$ cat config.mk
export PLATFORM = sky130hd
export DESIGN_NAME = poly_mod_mul_flat
export DESIGN_NICKNAME = d
export VERILOG_FILES = /design/src/rtl/poly_arith_pkg.sv /design/src/rtl/poly_mod_mul_if.sv /design/src/rtl/mod_lut_sum.sv /design/src/rtl/poly_mod_mul.sv /design/src/flat_wrapper.sv
export SDC_FILE = /design/constraint.sdc
export NUM_CORES = 1
export LEC_CHECK = 0
export BUFFER_PORTS_ARGS = -buffer_cell sky130_fd_sc_hd__buf_2
export CAP_MARGIN = 30
export CORE_MARGIN = 5
export CORE_UTILIZATION = 55
export CTS_CLUSTER_DIAMETER = 100
export DETAILED_ROUTE_END_ITERATION = 8
export GPL_ROUTABILITY_DRIVEN = 0
export GPL_TIMING_DRIVEN = 0
export PLACE_DENSITY = 0.73
export SYNTH_ARGS = -nofsm -noshare
export SYNTH_HDL_FRONTEND = slang
export SYNTH_SLANG_ARGS = --single-unit
$ cat constraint.sdc
create_clock -name clk -period 12.6 [get_ports clk]
set_clock_uncertainty 0.1 [all_clocks]
set_input_delay 0.63 -clock clk [delete_from_list [all_inputs] [get_ports clk]]
set_output_delay 0.63 -clock clk [all_outputs]
set_load 0.05 [all_outputs]
$ cat src/rtl/poly_arith_pkg.sv
// rtl/poly_arith_pkg.sv - ML-KEM coefficient types, modulus and radix-16 residue tables
package poly_arith_pkg;

    typedef logic [11:0] coeff_t;

    localparam coeff_t KYBER_Q = 12'd3329;

    typedef enum logic {
        MODE_MUL    = 1'b0,
        MODE_MULADD = 1'b1
    } mul_mode_e;

    // k * 2^12 mod q
    function automatic coeff_t res_2p12(input logic [3:0] k);
        coeff_t r;
        case (k)
            4'd0:  r = 12'd0;
            4'd1:  r = 12'd767;
            4'd2:  r = 12'd1534;
            4'd3:  r = 12'd2301;
            4'd4:  r = 12'd3068;
            4'd5:  r = 12'd506;
            4'd6:  r = 12'd1273;
            4'd7:  r = 12'd2040;
            4'd8:  r = 12'd2807;
            4'd9:  r = 12'd245;
            4'd10: r = 12'd1012;
            4'd11: r = 12'd1779;
            4'd12: r = 12'd2546;
            4'd13: r = 12'd3313;
            4'd14: r = 12'd751;
            default: r = 12'd1518;
        endcase
        return r;
    endfunction

    // k * 2^16 mod q
    function automatic coeff_t res_2p16(input logic [3:0] k);
        coeff_t r;
        case (k)
            4'd0:  r = 12'd0;
            4'd1:  r = 12'd2285;
            4'd2:  r = 12'd1241;
            4'd3:  r = 12'd197;
            4'd4:  r = 12'd2482;
            4'd5:  r = 12'd1438;
            4'd6:  r = 12'd394;
            4'd7:  r = 12'd2679;
            4'd8:  r = 12'd1635;
            4'd9:  r = 12'd591;
            4'd10: r = 12'd2876;
            4'd11: r = 12'd1832;
            4'd12: r = 12'd788;
            4'd13: r = 12'd3073;
            4'd14: r = 12'd2029;
            default: r = 12'd985;
        endcase
        return r;
    endfunction

    // k * 2^20 mod q (2^20 = -59 mod q, so entries step down by 59)
    function automatic coeff_t res_2p20(input logic [3:0] k);
        coeff_t r;
        case (k)
            4'd0:  r = 12'd0;
            4'd1:  r = 12'd3270;
            4'd2:  r = 12'd3211;
            4'd3:  r = 12'd3152;
            4'd4:  r = 12'd3093;
            4'd5:  r = 12'd3034;
            4'd6:  r = 12'd2975;
            4'd7:  r = 12'd2916;
            4'd8:  r = 12'd2857;
            4'd9:  r = 12'd2798;
            4'd10: r = 12'd2739;
            4'd11: r = 12'd2680;
            4'd12: r = 12'd2621;
            4'd13: r = 12'd2562;
            4'd14: r = 12'd2503;
            default: r = 12'd2444;
        endcase
        return r;
    endfunction

endpackage

$ cat src/rtl/poly_mod_mul_if.sv
// rtl/poly_mod_mul_if.sv - beat handshake bundle between the multiplier and its neighbours
interface poly_mod_mul_if #(
    parameter int LANES = 2,
    parameter int TAG_W = 8
);
    logic                   valid_i;
    logic                   ready_o;
    logic                   mode_i;
    logic [LANES-1:0][11:0] a_i;
    logic [LANES-1:0][11:0] b_i;
    logic [LANES-1:0][11:0] c_i;
    logic [TAG_W-1:0]       tag_i;
    logic                   valid_o;
    logic                   ready_i;
    logic [LANES-1:0][11:0] result_o;
    logic [TAG_W-1:0]       tag_o;

    modport slave (
        input  valid_i, mode_i, a_i, b_i, c_i, tag_i, ready_i,
        output ready_o, valid_o, result_o, tag_o
    );

    modport master (
        output valid_i, mode_i, a_i, b_i, c_i, tag_i, ready_i,
        input  ready_o, valid_o, result_o, tag_o
    );
endinterface

$ cat src/rtl/mod_lut_sum.sv
// rtl/mod_lut_sum.sv - folds a 24-bit product into a 14-bit sum congruent mod q
module mod_lut_sum
    import poly_arith_pkg::*;
(
    input  logic [23:0] p,
    output logic [13:0] sum
);
    // Upper three nibbles replaced by their residues; low 12 bits pass through
    assign sum = 14'(res_2p20(p[23:20])) + 14'(res_2p16(p[19:16]))
               + 14'(res_2p12(p[15:12])) + 14'(p[11:0]);
endmodule

$ cat src/rtl/poly_mod_mul.sv
// rtl/poly_mod_mul.sv - 3-stage bubble-collapsing modular multiply / multiply-add, q = 3329
module poly_mod_mul
    import poly_arith_pkg::*;
#(
    parameter int LANES = 2,
    parameter int TAG_W = 8
) (
    input logic           clk,
    input logic           rst,
    poly_mod_mul_if.slave bus
);
    localparam logic [13:0] Q1 = 14'(KYBER_Q);
    localparam logic [13:0] Q2 = 14'd2 * Q1;
    localparam logic [13:0] Q3 = 14'd3 * Q1;
    localparam logic [13:0] Q4 = 14'd4 * Q1;

    // Subtract the largest multiple of q not exceeding the table sum (sum <= 14079 < 5q)
    function automatic coeff_t reduce_sum(input logic [13:0] s);
        logic [13:0] r;
        if (s >= Q4)      r = s - Q4;
        else if (s >= Q3) r = s - Q3;
        else if (s >= Q2) r = s - Q2;
        else if (s >= Q1) r = s - Q1;
        else              r = s;
        return coeff_t'(r);
    endfunction

    logic                   v1, v2, v3;
    logic                   en1, en2, en3;
    logic [LANES-1:0][23:0] p1;
    logic [LANES-1:0][13:0] s2;
    logic [LANES-1:0][11:0] r3;
    logic [TAG_W-1:0]       t1, t2, t3;
    logic [23:0]            p_nxt [LANES];
    logic [13:0]            s_nxt [LANES];

    // A stage may load when it is empty or its contents move on this edge
    assign en3 = !v3 || bus.ready_i;
    assign en2 = !v2 || en3;
    assign en1 = !v1 || en2;

    assign bus.ready_o  = en1;
    assign bus.valid_o  = v3;
    assign bus.result_o = r3;
    assign bus.tag_o    = t3;

    for (genvar l = 0; l < LANES; l++) begin : g_lane
        assign p_nxt[l] = 24'(bus.a_i[l]) * 24'(bus.b_i[l])
                        + ((mul_mode_e'(bus.mode_i) == MODE_MULADD) ? 24'(bus.c_i[l]) : 24'd0);
        mod_lut_sum u_lut (
            .p   (p1[l]),
            .sum (s_nxt[l])
        );
    end

    // S1: capture the raw product (plus addend) when a beat is taken
    always_ff @(posedge clk or posedge rst) begin
        if (rst) begin
            v1 <= 1'b0;
            p1 <= '0;
            t1 <= '0;
        end else if (en1) begin
            v1 <= bus.valid_i;
            if (bus.valid_i) begin
                for (int i = 0; i < LANES; i++) p1[i] <= p_nxt[i];
                t1 <= bus.tag_i;
            end
        end
    end

    // S2: register the folded table sum
    always_ff @(posedge clk or posedge rst) begin
        if (rst) begin
            v2 <= 1'b0;
            s2 <= '0;
            t2 <= '0;
        end else if (en2) begin
            v2 <= v1;
            if (v1) begin
                for (int i = 0; i < LANES; i++) s2[i] <= s_nxt[i];
                t2 <= t1;
            end
        end
    end

    // S3: final conditional subtraction into [0, q-1]; held while downstream stalls
    always_ff @(posedge clk or posedge rst) begin
        if (rst) begin
            v3 <= 1'b0;
            r3 <= '0;
            t3 <= '0;
        end else if (en3) begin
            v3 <= v2;
            if (v2) begin
                for (int i = 0; i < LANES; i++) r3[i] <= reduce_sum(s2[i]);
                t3 <= t2;
            end
        end
    end
endmodule

$ cat src/flat_wrapper.sv
// flat-port wrapper written by rule: the top's interface ports become plain ports
module poly_mod_mul_flat import poly_arith_pkg::*;
#(
    parameter int LANES = 2,
    parameter int TAG_W = 8
)
  (clk, rst, bus_valid_i, bus_mode_i, bus_a_i, bus_b_i, bus_c_i, bus_tag_i, bus_ready_i, bus_ready_o, bus_valid_o, bus_result_o, bus_tag_o);
  poly_mod_mul_if #(.LANES(LANES), .TAG_W(TAG_W)) bus_i ();
  input logic clk;
  input logic rst;
  input wire logic [$bits(bus_i.valid_i)-1:0] bus_valid_i;
  input wire logic [$bits(bus_i.mode_i)-1:0] bus_mode_i;
  input wire logic [$bits(bus_i.a_i)-1:0] bus_a_i;
  input wire logic [$bits(bus_i.b_i)-1:0] bus_b_i;
  input wire logic [$bits(bus_i.c_i)-1:0] bus_c_i;
  input wire logic [$bits(bus_i.tag_i)-1:0] bus_tag_i;
  input wire logic [$bits(bus_i.ready_i)-1:0] bus_ready_i;
  output wire logic [$bits(bus_i.ready_o)-1:0] bus_ready_o;
  output wire logic [$bits(bus_i.valid_o)-1:0] bus_valid_o;
  output wire logic [$bits(bus_i.result_o)-1:0] bus_result_o;
  output wire logic [$bits(bus_i.tag_o)-1:0] bus_tag_o;
  assign bus_i.valid_i = bus_valid_i;
  assign bus_i.mode_i = bus_mode_i;
  assign bus_i.a_i = bus_a_i;
  assign bus_i.b_i = bus_b_i;
  assign bus_i.c_i = bus_c_i;
  assign bus_i.tag_i = bus_tag_i;
  assign bus_i.ready_i = bus_ready_i;
  assign bus_ready_o = bus_i.ready_o;
  assign bus_valid_o = bus_i.valid_o;
  assign bus_result_o = bus_i.result_o;
  assign bus_tag_o = bus_i.tag_o;
  poly_mod_mul #(.LANES(LANES), .TAG_W(TAG_W)) u_core (.clk(clk), .rst(rst), .bus(bus_i));
endmodule
==> results of run 1 <==
cells in the mapped netlist, drive strengths merged, types with 16 or more instances:
library cell  count
a21o             27
a21oi            87
a31oi            21
and2            165
clkbuf          102
dfrtp           127
fa              250
ha              250
inv             447
mux2             28
nand2           388
nand2b           23
nand3            33
nor2             68
nor2b            19
nor3             32
o211ai           16
o21ai           159
o31ai            16
xnor2            44
xor2             43
state kept, by name (all words and copies together), names as in the netlist:
signal and cells:
u_core.bus.result_o 24, u_core.bus.tag_o 8, u_core.bus.valid_o 1, u_core.p1 48, u_core.s2 28, u_core.t1 8, u_core.t2 8, u_core.v1 1
u_core.v2 1
routing by layer:
layer	vias up	global-route usage (%)	routed length, µm
met5	-	0	0
met4	0	6.82	1260
met3	83	3.07	2380
met2	471	40.8	24300
met1	8396	31.8	22300
li1	8445	-	-
per-stage QoR:
stage / worst slack, ns / area (µm²) / hold slack (ns) / util, %
2_1_floorplan: 6.83 / 21300 / 0.333 / -
3_3_place_gp: 6.33 / 22600 / 0.338 / 58.6
3_5_place_dp: 6.26 / 22600 / 0.349 / 58.7
4_1_cts: 6.71 / 23200 / 0.111 / 60.2
5_1_grt: 6.25 / 23200 / 0.135 / 60.2
6_report: 6.65 / 23200 / 0.104 / 60.2
cell type report:
| class | count | area, µm² | area share, % |
|---|---|---|---|
| multi-input combinational | 1858 | 16000 | 69.0 |
| clock buffer | 18 | 439 | 1.89 |
| tap | 518 | 648 | 2.79 |
| inverter | 449 | 1690 | 7.29 |
| sequential | 127 | 3180 | 13.7 |
| timing repair buffer | 119 | 618 | 2.66 |
| clock inverter | 14 | 141 | 0.609 |
| buffer | 116 | 474 | 2.04 |
kinds of logic (layout without fill, tap and decap cells):
| kind of cell | Yosys count | count (layout) | share of synthesized area [%] |
|---|---|---|---|
| and+or+nand+nor | 800 | 800 | 18.2 |
| buffers and inverters | 565 | 716 | 10.1 |
| adders and majority gates | 500 | 500 | 38.1 |
| AOI/OAI and AO/OA | 428 | 428 | 12.8 |
| DFF | 127 | 127 | 14.9 |
| xor gates and xnor gates | 87 | 87 | 3.57 |
| muxes | 43 | 43 | 2.30 |
worst paths after layout:
path                       slack (ns)            end     startpoint
setup reg to reg                 7.06  u_core.s2[12]  u_core.p1[19]
min in group clk                 0.34      u_core.v1    bus_valid_i
hold / removal                   0.10  u_core.p1[37]            rst
hold reg to reg                  0.37   u_core.t2[0]   u_core.t1[0]
max in group asynchronous       11.56   u_core.s2[9]            rst
setup / recovery                 6.65  u_core.p1[46]    bus_b_i[13]
==> impl_metrics.csv, run 1 <==
group,metric,value,unit
run_status,status,"finished clean",
die,die_area,42800,µm²
job,max_cap_violations,0,
sta,drv_slew,0,
setup_path,critPathKind,"input pin to register",
setup_path,cp_top_family,"adder cells",
place,dp_hpwl,42.3,mm
setup_path,worst-path-stages,21,
logic_synthesis,synth_top_area_share,23.4,%
logic_synthesis,syn_nets,3135,
detailed_routing,ant_nets,0,
sta,maxSlewHeadroom,45.3,%
die,rows,72,
clocking,cts.sinks,127,
clocking,cts.htree.levels,4,
sta,clock.fmax,168,MHz
sta,setup_viol,0,
sta,hold_violations,0,
setup_path,rr_worst_depth,24,
detailed_routing,wire_per_inst,15.6,µm
setup_path,startpoint_type,"input pin",
global_route,grt_max_degree,85,
cells_and_area,mostFrequentLayoutCells,"inv_1, nand2_1, fa_1, ha_1, and2_1",
setup_path,crit_path_end_kind,"register",
clocking,cts_inserted_buffers,17,
clocking,cts_hold_buffers,0,
clocking,clk_pin_slew,0.06,ns
logic_synthesis,syn_area,21300,µm²
clocking,worstSkewPairLatency,0.43,ns
cells_and_area,final_cells,3219,
logic_synthesis,yosysTopAreaCell,"fa_1",
logic_synthesis,synth-async-reset-ratio,100,%
detailed_routing,vias,17400,
setup_path,slowest_stage,"fa_1",
place,io_buffer_count,118,
logic_synthesis,synth_edf_count,0,
clocking,postCtsSetupRepairBufs,0,
min_path,hp-class,"input pin to async pin",
detailed_routing,drtIter0Drc,1062,
cells_and_area,syn2layout_area_growth,8.68,%
die,start_util,55.4,%
setup_path,critPathMaxFanout,10,
sta,tns,0,ns
logic_synthesis,synth_area_per_cell,8.37,µm²
setup_path,cpPeakStageDelay,0.54,ns
global_route,antenna_found_initial,0,
clocking,cts_resized,0,
die,io_pins,119,
setup_path,cp_data_arrival_time,6.16,ns
detailed_routing,firstDrtPassIters,5,
setup_path,critPathBufInv,6,
setup_path,crit_required,12.81,ns
logic_synthesis,netlist_instances,2550,
logic_synthesis,synthDistinctLibCells,90,
global_route,grt_pass1_vias,18100,
cells_and_area,antenna_cells,0,
clocking,clockRootBuffer,"clkbuf_16",
logic_synthesis,synth_area_leaders,"fa_1, dfrtp_1, ha_1, inv_1, nand2_1",
detailed_routing,viasPerCell,5.40,
detailed_routing,drc,0,
sta,rsz0062_at_grt,"no",
global_route,grt_pass1_wl,86.7,mm
cells_and_area,fill_cells,3479,
die,core_region_area,38600,µm²
sta,min_period,5.95,ns
die,die_w,207,µm
sta,post-route-period-util,47.2,%
cells_and_area,nets,3273,
logic_synthesis,synth-seq-area-share,14.9,%
place,post-place-cells,3187,
setup_path,crit_chain,"buf_2 > clkbuf_1 > and2_1 > fa_1 > inv_1 > fa_1 > inv_1 > fa_1 > fa_1 > inv_1 > fa_1 > inv_1 > ha_1 > a21o_1 > a21oi_1 > nor2b_1 > a311oi_1 > a21oi_1 > a31oi_1 > o21ai_0 > a211o_1",
die,die_h,207,µm
logic_synthesis,synth-main-ff-cell,"dfrtp_1",
sta,tightestPinTransition,0.820,ns
detailed_routing,wirelength,50.3,mm
clocking,cts_tree,"built",
clocking,clockBufferDepth,2,
cells_and_area,drive_above_1_share,8.63,%
global_route,grt_overflow,0,
setup_path,worst_path_most_repeated_cell,"fa_1",
global_route,grtUsageTotal,23.8,%
logic_synthesis,ys.warnings.count,0,
cells_and_area,final_common_cell,"inv_1",
logic_synthesis,yosys_register_bits,127,
Power of run 1 is left out: the tool's default activity adds up to more than one toggle a clock period on the data nets, which glitch-free logic cannot reach.
==> run 2, diff against run 1 <==
--- a/config.mk
+++ b/config.mk
@@ -5,6 +5,7 @@
 export SDC_FILE = /design/constraint.sdc
 export NUM_CORES = 1
 export LEC_CHECK = 0
+export ABC_AREA = 1
 export BUFFER_PORTS_ARGS = -buffer_cell sky130_fd_sc_hd__buf_2
 export CAP_MARGIN = 30
 export CORE_MARGIN = 5
@@ -13,7 +14,7 @@
 export DETAILED_ROUTE_END_ITERATION = 8
 export GPL_ROUTABILITY_DRIVEN = 0
 export GPL_TIMING_DRIVEN = 0
-export PLACE_DENSITY = 0.73
+export PLACE_DENSITY = 0.76
 export SYNTH_ARGS = -nofsm -noshare
 export SYNTH_HDL_FRONTEND = slang
 export SYNTH_SLANG_ARGS = --single-unit
==> constraint.sdc (replaced) <==
create_clock -name clk -period 5.2 [get_ports clk]
set_clock_uncertainty 0.1 [all_clocks]
set_input_delay 0.26 -clock clk [delete_from_list [all_inputs] [get_ports clk]]
set_output_delay 0.26 -clock clk [all_outputs]
set_load 0.05 [all_outputs]
==> impl_metrics.csv, run 2 <==
group,metric,value,unit
run_status,status,"finished clean",
detailed_routing,viasPerCell,5.35,
job,max_cap_violations,0,
logic_synthesis,synth-main-ff-cell,"dfrtp_1",
logic_synthesis,ys_top_cells_by_count,"nand2_1, inv_1, fa_1, ha_1, o21ai_0",
clocking,worstSkewPairLatency,0.43,ns
setup_path,crit_path_end_kind,"register",
die,die_h,212,µm
global_route,grt_overflow,0,
die,start_util,55.9,%
logic_synthesis,synth_top_family_by_area,"adder cells",
logic_synthesis,synth-async-reset-ratio,100,%
logic_synthesis,synthDistinctLibCells,52,
logic_synthesis,syn_area,22400,µm²
place,post-place-ws,-0.471,ns
detailed_routing,drc,0,
detailed_routing,drtIter0Drc,1357,
sta,drv_slew,0,
clocking,clockRootBuffer,"clkbuf_16",
clocking,clockBufferDepth,2,
sta,tightestPinTransition,0.604,ns
place,post-place-cells,3814,
setup_path,startpoint_type,"input pin",
logic_synthesis,synth_area_per_cell,7.05,µm²
setup_path,crit_required,5.39,ns
sta,hold_violations,0,
cells_and_area,syn2layout_area_growth,8.89,%
setup_path,cp_top_family,"adder cells",
sta,setup_viol,0,
detailed_routing,wire_per_inst,15.0,µm
logic_synthesis,yosysMostFrequentCell,"nand2_1",
global_route,grt_pass1_wl,98.7,mm
logic_synthesis,yosys_register_bits,127,
sta,rsz0062_at_grt,"yes",
logic_synthesis,synthMuxAreaShare,0,%
logic_synthesis,synthAdderAreaFrac,36.4,%
clocking,cts.sinks,127,
die,io_pins,119,
logic_synthesis,synthSimpleGateAreaFrac,23.0,%
cells_and_area,largest_reg_flops,48,
detailed_routing,vias,20500,
global_route,grtUsageTotal,26.3,%
setup_path,cp_data_arrival_time,5.17,ns
clocking,cts_inserted_buffers,17,
die,rows,73,
setup_path,slowest_stage,"fa_1",
cells_and_area,mostFrequentLayoutCells,"nand2_1, inv_1, fa_1",
sta,fin_hold_ws,0.000238,ns
clocking,clk_pin_slew,0.06,ns
logic_synthesis,synth_edf_count,0,
die,core_region_area,40000,µm²
sta,post-route-period-util,95.7,%
logic_synthesis,synth-seq-area-share,14.2,%
die,die_w,212,µm
sta,min_period,4.98,ns
global_route,antenna_found_initial,2,
cells_and_area,largest-register,"u_core.p1",
die,die_area,44800,µm²
cells_and_area,drive_above_1_share,8.31,%
logic_synthesis,synth-xor-area-share,1.76,%
logic_synthesis,yosysTopAreaCell,"fa_1",
cells_and_area,final_common_cell,"nand2_1",
min_path,hp-class,"input pin to register",
clocking,cts.htree.levels,4,
logic_synthesis,synth-compound-area-share,10.2,%
logic_synthesis,ys.warnings.count,0,
global_route,grt_pass1_vias,20800,
clocking,cts_tree,"built",
setup_path,critPathMaxFanout,10,
detailed_routing,ant_nets,0,
global_route,grt_max_degree,105,
logic_synthesis,netlist_instances,3170,
setup_path,critPathKind,"input pin to register",
logic_synthesis,syn_nets,3755,
logic_synthesis,synth_area_leaders,"fa_1, nand2_1, dfrtp_1, ha_1, inv_1",
cells_and_area,nets,3882,
detailed_routing,firstDrtPassIters,8,
cells_and_area,final_util,60.8,%
setup_path,crit_chain,"buf_2 > clkbuf_2 > nand2_1 > inv_1 > fa_1 > inv_1 > fa_1 > inv_1 > fa_1 > fa_1 > inv_1 > fa_1 > inv_1 > ha_1 > a21oi_1 > o21ai_0 > nand2_1 > nand3_1 > nand2_1 > a21oi_1 > or2_2 > nand3_1 > o21ai_0",
detailed_routing,wirelength,57.7,mm
sta,fin_ws,0.222,ns
sta,clock.fmax,201,MHz
sta,maxSlewHeadroom,59.7,%
cells_and_area,final_cells,3836,
setup_path,critPathBufInv,7,
logic_synthesis,synth_top_area_share,22.4,%
place,dp_hpwl,47.8,mm
place,io_buffer_count,118,
setup_path,cpPeakStageDelay,0.55,ns
-- run 2: cell types whose count changed in the layout (fill, tap and decap cells not counted), moves of 69 or more --
cell,previous run,this run
nand2_1,388,862
inv_1,446,730
and2_1,162,0
nand3_1,32,137
nor2_1,67,151
clkbuf_1,100,31
-- run 2: kinds of logic (layout without fill, tap and decap cells) --
family,count (synthesis),in the layout
XOR/XNOR,45,45
adder cells (fa/ha/maj),500,500
flip-flops,127,127
buffers and inverters,841,981
AND/OR/NAND/NOR,1245,1245
AO/OA/AOI/OAI,412,412
other,0,1
-- run 2: path summary, 6_finish.rpt --
| check | start | endpoint | slack [ns] | cells past startpoint |
|---|---|---|---|---|
| max | bus_a_i[8] | u_core.p1[23] | 0.22 | 23 |
| min | bus_tag_i[3] | u_core.t1[3] | 0.0002 | 3 |
| max reg2reg | u_core.p1[41] | u_core.s2[26] | 0.23 | 27 |
| min reg2reg | u_core.bus.result_o[15] | u_core.bus.result_o[15] | 0.38 | 2 |
| max in group asynchronous | rst | u_core.bus.result_o[18] | 3.95 | 4 |
| min in group asynchronous | rst | u_core.p1[24] | 0.27 | 3 |
-- run 2: routing by layer --
metal / global-route usage, % / share of wire [%] / vias to the layer above
met5: 0 / 0.035 / -
met4: 7.40 / 2.7 / 2
met3: 3.42 / 6.1 / 129
met2: 45.8 / 49 / 770
met1: 34.5 / 42 / 9695
li1: - / - / 9919
-- run 2: repair_timing --
| action | 4_1_cts | 5_1_grt |
|---|---|---|
| gates resized for setup | 3 | 80 |
| endpoints found under the hold margin | 26 | 0 |
| setup endpoints to repair | 3 | 23 |
| hold buffers | 4 | 0 |
| pin swaps | 0 | 2 |
| setup buffers | 0 | 2 |
-- run 2: area by class of cell --
cell class | count | area (µm²)
Antenna cell | 1 | 2.50
Buffer | 81 | 408
Clock buffer | 17 | 425
Clock inverter | 15 | 184
Fill cell | 3644 | 15700
Inverter | 743 | 2800
Multi-Input combinational cell | 2202 | 16000
Sequential cell | 127 | 3180
Tap cell | 525 | 657
Timing Repair Buffer | 125 | 673
-- run 2: per-stage QoR --
stage | area (µm²) | TNS, ns
4_1_cts | 24300 | 0
5_1_grt | 24300 | -0.178
3_3_place_gp | 23600 | -3.54
6_report | 24300 | 0
2_1_floorplan | 22400 | 0
3_5_place_dp | 23600 | -5.11
-- run 2: worst min-delay path, cell delays in order --
cell and delay (ns):
buf_2 0.11, nand2_1 0.05, o21ai_0 0.06
Power of run 2 is left out for the same reason.
==> run 3, diff against run 2 <==
--- a/config.mk
+++ b/config.mk
@@ -6,11 +6,10 @@
 export NUM_CORES = 1
 export LEC_CHECK = 0
 export ABC_AREA = 1
-export BUFFER_PORTS_ARGS = -buffer_cell sky130_fd_sc_hd__buf_2
+export BUFFER_PORTS_ARGS = -buffer_cell sky130_fd_sc_hd__buf_4
 export CAP_MARGIN = 30
 export CORE_MARGIN = 5
 export CORE_UTILIZATION = 55
-export CTS_CLUSTER_DIAMETER = 100
 export DETAILED_ROUTE_END_ITERATION = 8
 export GPL_ROUTABILITY_DRIVEN = 0
 export GPL_TIMING_DRIVEN = 0
==> impl_metrics.csv, run 3 (synthesized netlist as in run 2, its figures left out) <==
group,metric,value,unit
global_route,antenna_found_initial,1,
cells_and_area,fin_area,24700,µm²
setup_path,crit_path_end_kind,"register",
clocking,cts.htree.levels,4,
sta,min_period,4.99,ns
die,core_region_area,40000,µm²
cells_and_area,fill_cells,3599,
die,die_w,212,µm
sta,hold_violations,0,
global_route,grtUsageTotal,26.0,%
sta,drv_slew,0,
cells_and_area,multi_input_area,16000,µm²
detailed_routing,ant_nets,0,
die,io_pins,119,
global_route,grt_busiest_layer,"met2",
cells_and_area,mostFrequentLayoutCells,"nand2_1, inv_1, fa_1",
sta,clock.fmax,200,MHz
cells_and_area,drive_above_1_share,8.19,%
detailed_routing,wire_per_inst,15.0,µm
die,die_h,212,µm
place,io_buffer_count,118,
detailed_routing,wirelength,57.4,mm
sta,setup_viol,0,
cells_and_area,ff_latch_area,3180,µm²
run_status,status,"finished clean",
place,dpl-instance-area,23900,µm²
setup_path,slowest_stage,"fa_1",
detailed_routing,drc,0,
global_route,grt_pass1_wl,97.5,mm
die,start_util,55.9,%
sta,post-route-period-util,96.0,%
setup_path,crit_chain,"buf_4 > clkbuf_2 > nand2_1 > inv_1 > fa_1 > inv_1 > fa_1 > inv_1 > fa_1 > fa_1 > inv_1 > fa_1 > inv_1 > ha_1 > a21oi_1 > o21ai_0 > nand2_1 > nand3_1 > nand2_1 > a21oi_1 > or2_2 > nand3_1 > o21ai_0",
clocking,cts_tree,"built",
die,rows,73,
detailed_routing,drtIter0Drc,1564,
detailed_routing,vias,20600,
setup_path,cpPeakStageDelay,0.54,ns
clocking,clk_pin_slew,0.06,ns
clocking,cts.sinks,127,
global_route,grt_overflow,0,
cells_and_area,antenna_cells,0,
clocking,clockBufferDepth,2,
clocking,cts_inserted_buffers,17,
cells_and_area,syn2layout_area_growth,10.4,%
global_route,grt_max_degree,103,
clocking,clockRootBuffer,"clkbuf_16",
cells_and_area,largest-register,"u_core.p1",
die,die_area,44800,µm²
global_route,grt_util_met2,45.2,%
sta,maxSlewHeadroom,59.2,%
clocking,worstSkewPairLatency,0.43,ns
global_route,grtUsageMet1,34.1,%
place,dp_hpwl,48.0,mm
setup_path,startpoint_type,"input pin",
cells_and_area,largest_reg_flops,48,
setup_path,cp_data_arrival_time,5.18,ns
setup_path,critPathMaxFanout,10,
job,max_cap_violations,0,
cells_and_area,nets,3880,
global_route,grt_pass1_vias,20700,
cells_and_area,final_common_cell,"nand2_1",
setup_path,critPathKind,"input pin to register",
setup_path,crit_required,5.39,ns
detailed_routing,viasPerCell,5.38,
global_route,met3_usage,2.96,%
detailed_routing,firstDrtPassIters,6,
min_path,hp-class,"input pin to register",
sta,tightestPinTransition,0.612,ns
## run 3: changes by cell type in the layout (fill, tap and decap cells not counted), sizes merged
cell and delta:
clkbuf -4, dlygate4sd3 +4, inv +1, clkinv -2, diode -1, clkinvlp -1
## run 3: worst paths after layout
check                      slack [ns]             endpoint           from  depth (start not counted)
min in group asynchronous        0.27        u_core.p1[24]            rst                          3
min reg2reg                      0.38  u_core.bus.tag_o[2]   u_core.t2[2]                          2
max in group asynchronous        3.99        u_core.s2[27]            rst                          4
min                              0.03         u_core.t1[6]   bus_tag_i[6]                          3
max                              0.21        u_core.p1[23]     bus_a_i[8]                         23
max reg2reg                      0.43        u_core.s2[12]  u_core.p1[17]                         24
## run 3: per-stage QoR
stage	setup slack (ns)	hold slack [ns]	instances	util, %	TNS (ns)
after floorplan	0.283	0.281	3170	-	0
after global placement	-0.425	0.363	3813	59.7	-3.14
after detailed placement	-0.475	0.150	3814	59.8	-4.66
after CTS	0.00244	0.0189	3851	61.6	0
after global routing	-0.0294	0.0430	3833	61.7	-0.0661
final	0.210	0.0316	3833	61.7	0
## run 3: cell type report
cell class / count / share of cell area (%)
multi-input cells: 2202 / 64.9
clock buffers: 19 / 1.84
inverters: 743 / 11.4
plain buffers: 75 / 1.54
clock inverters: 13 / 0.720
well taps: 525 / 2.66
repair buffers: 129 / 4.09
flip-flops and latches: 127 / 12.9
## run 3: worst max-delay path, delay by kind of cell
| family | cells | cell delay (ns) |
|---|---|---|
| AO/OA/AOI/OAI | 4 | 0.65 |
| buffers and inverters | 7 | 0.60 |
| AND/OR/NAND/NOR | 6 | 0.78 |
| adder cells (fa/ha/maj) | 6 | 2.89 |
## run 3: what timing repair did
action | CTS | global route
endpoints found under the hold margin | 32 | 0
hold buffers | 8 | 0
cloned | 0 | 0
pin swaps | 0 | 6
gates resized for setup | 2 | 77
endpoints found under the setup margin | 1 | 26
setup buffers | 0 | 2
## run 3: per-layer routing
metal  part of all wire [%]  up-vias
met5                  0.035        -
met4                    2.7        2
met3                    6.5      138
met2                     49      820
met1                     42     9720
li1                       -     9929
Power of run 3 is left out for the same reason.
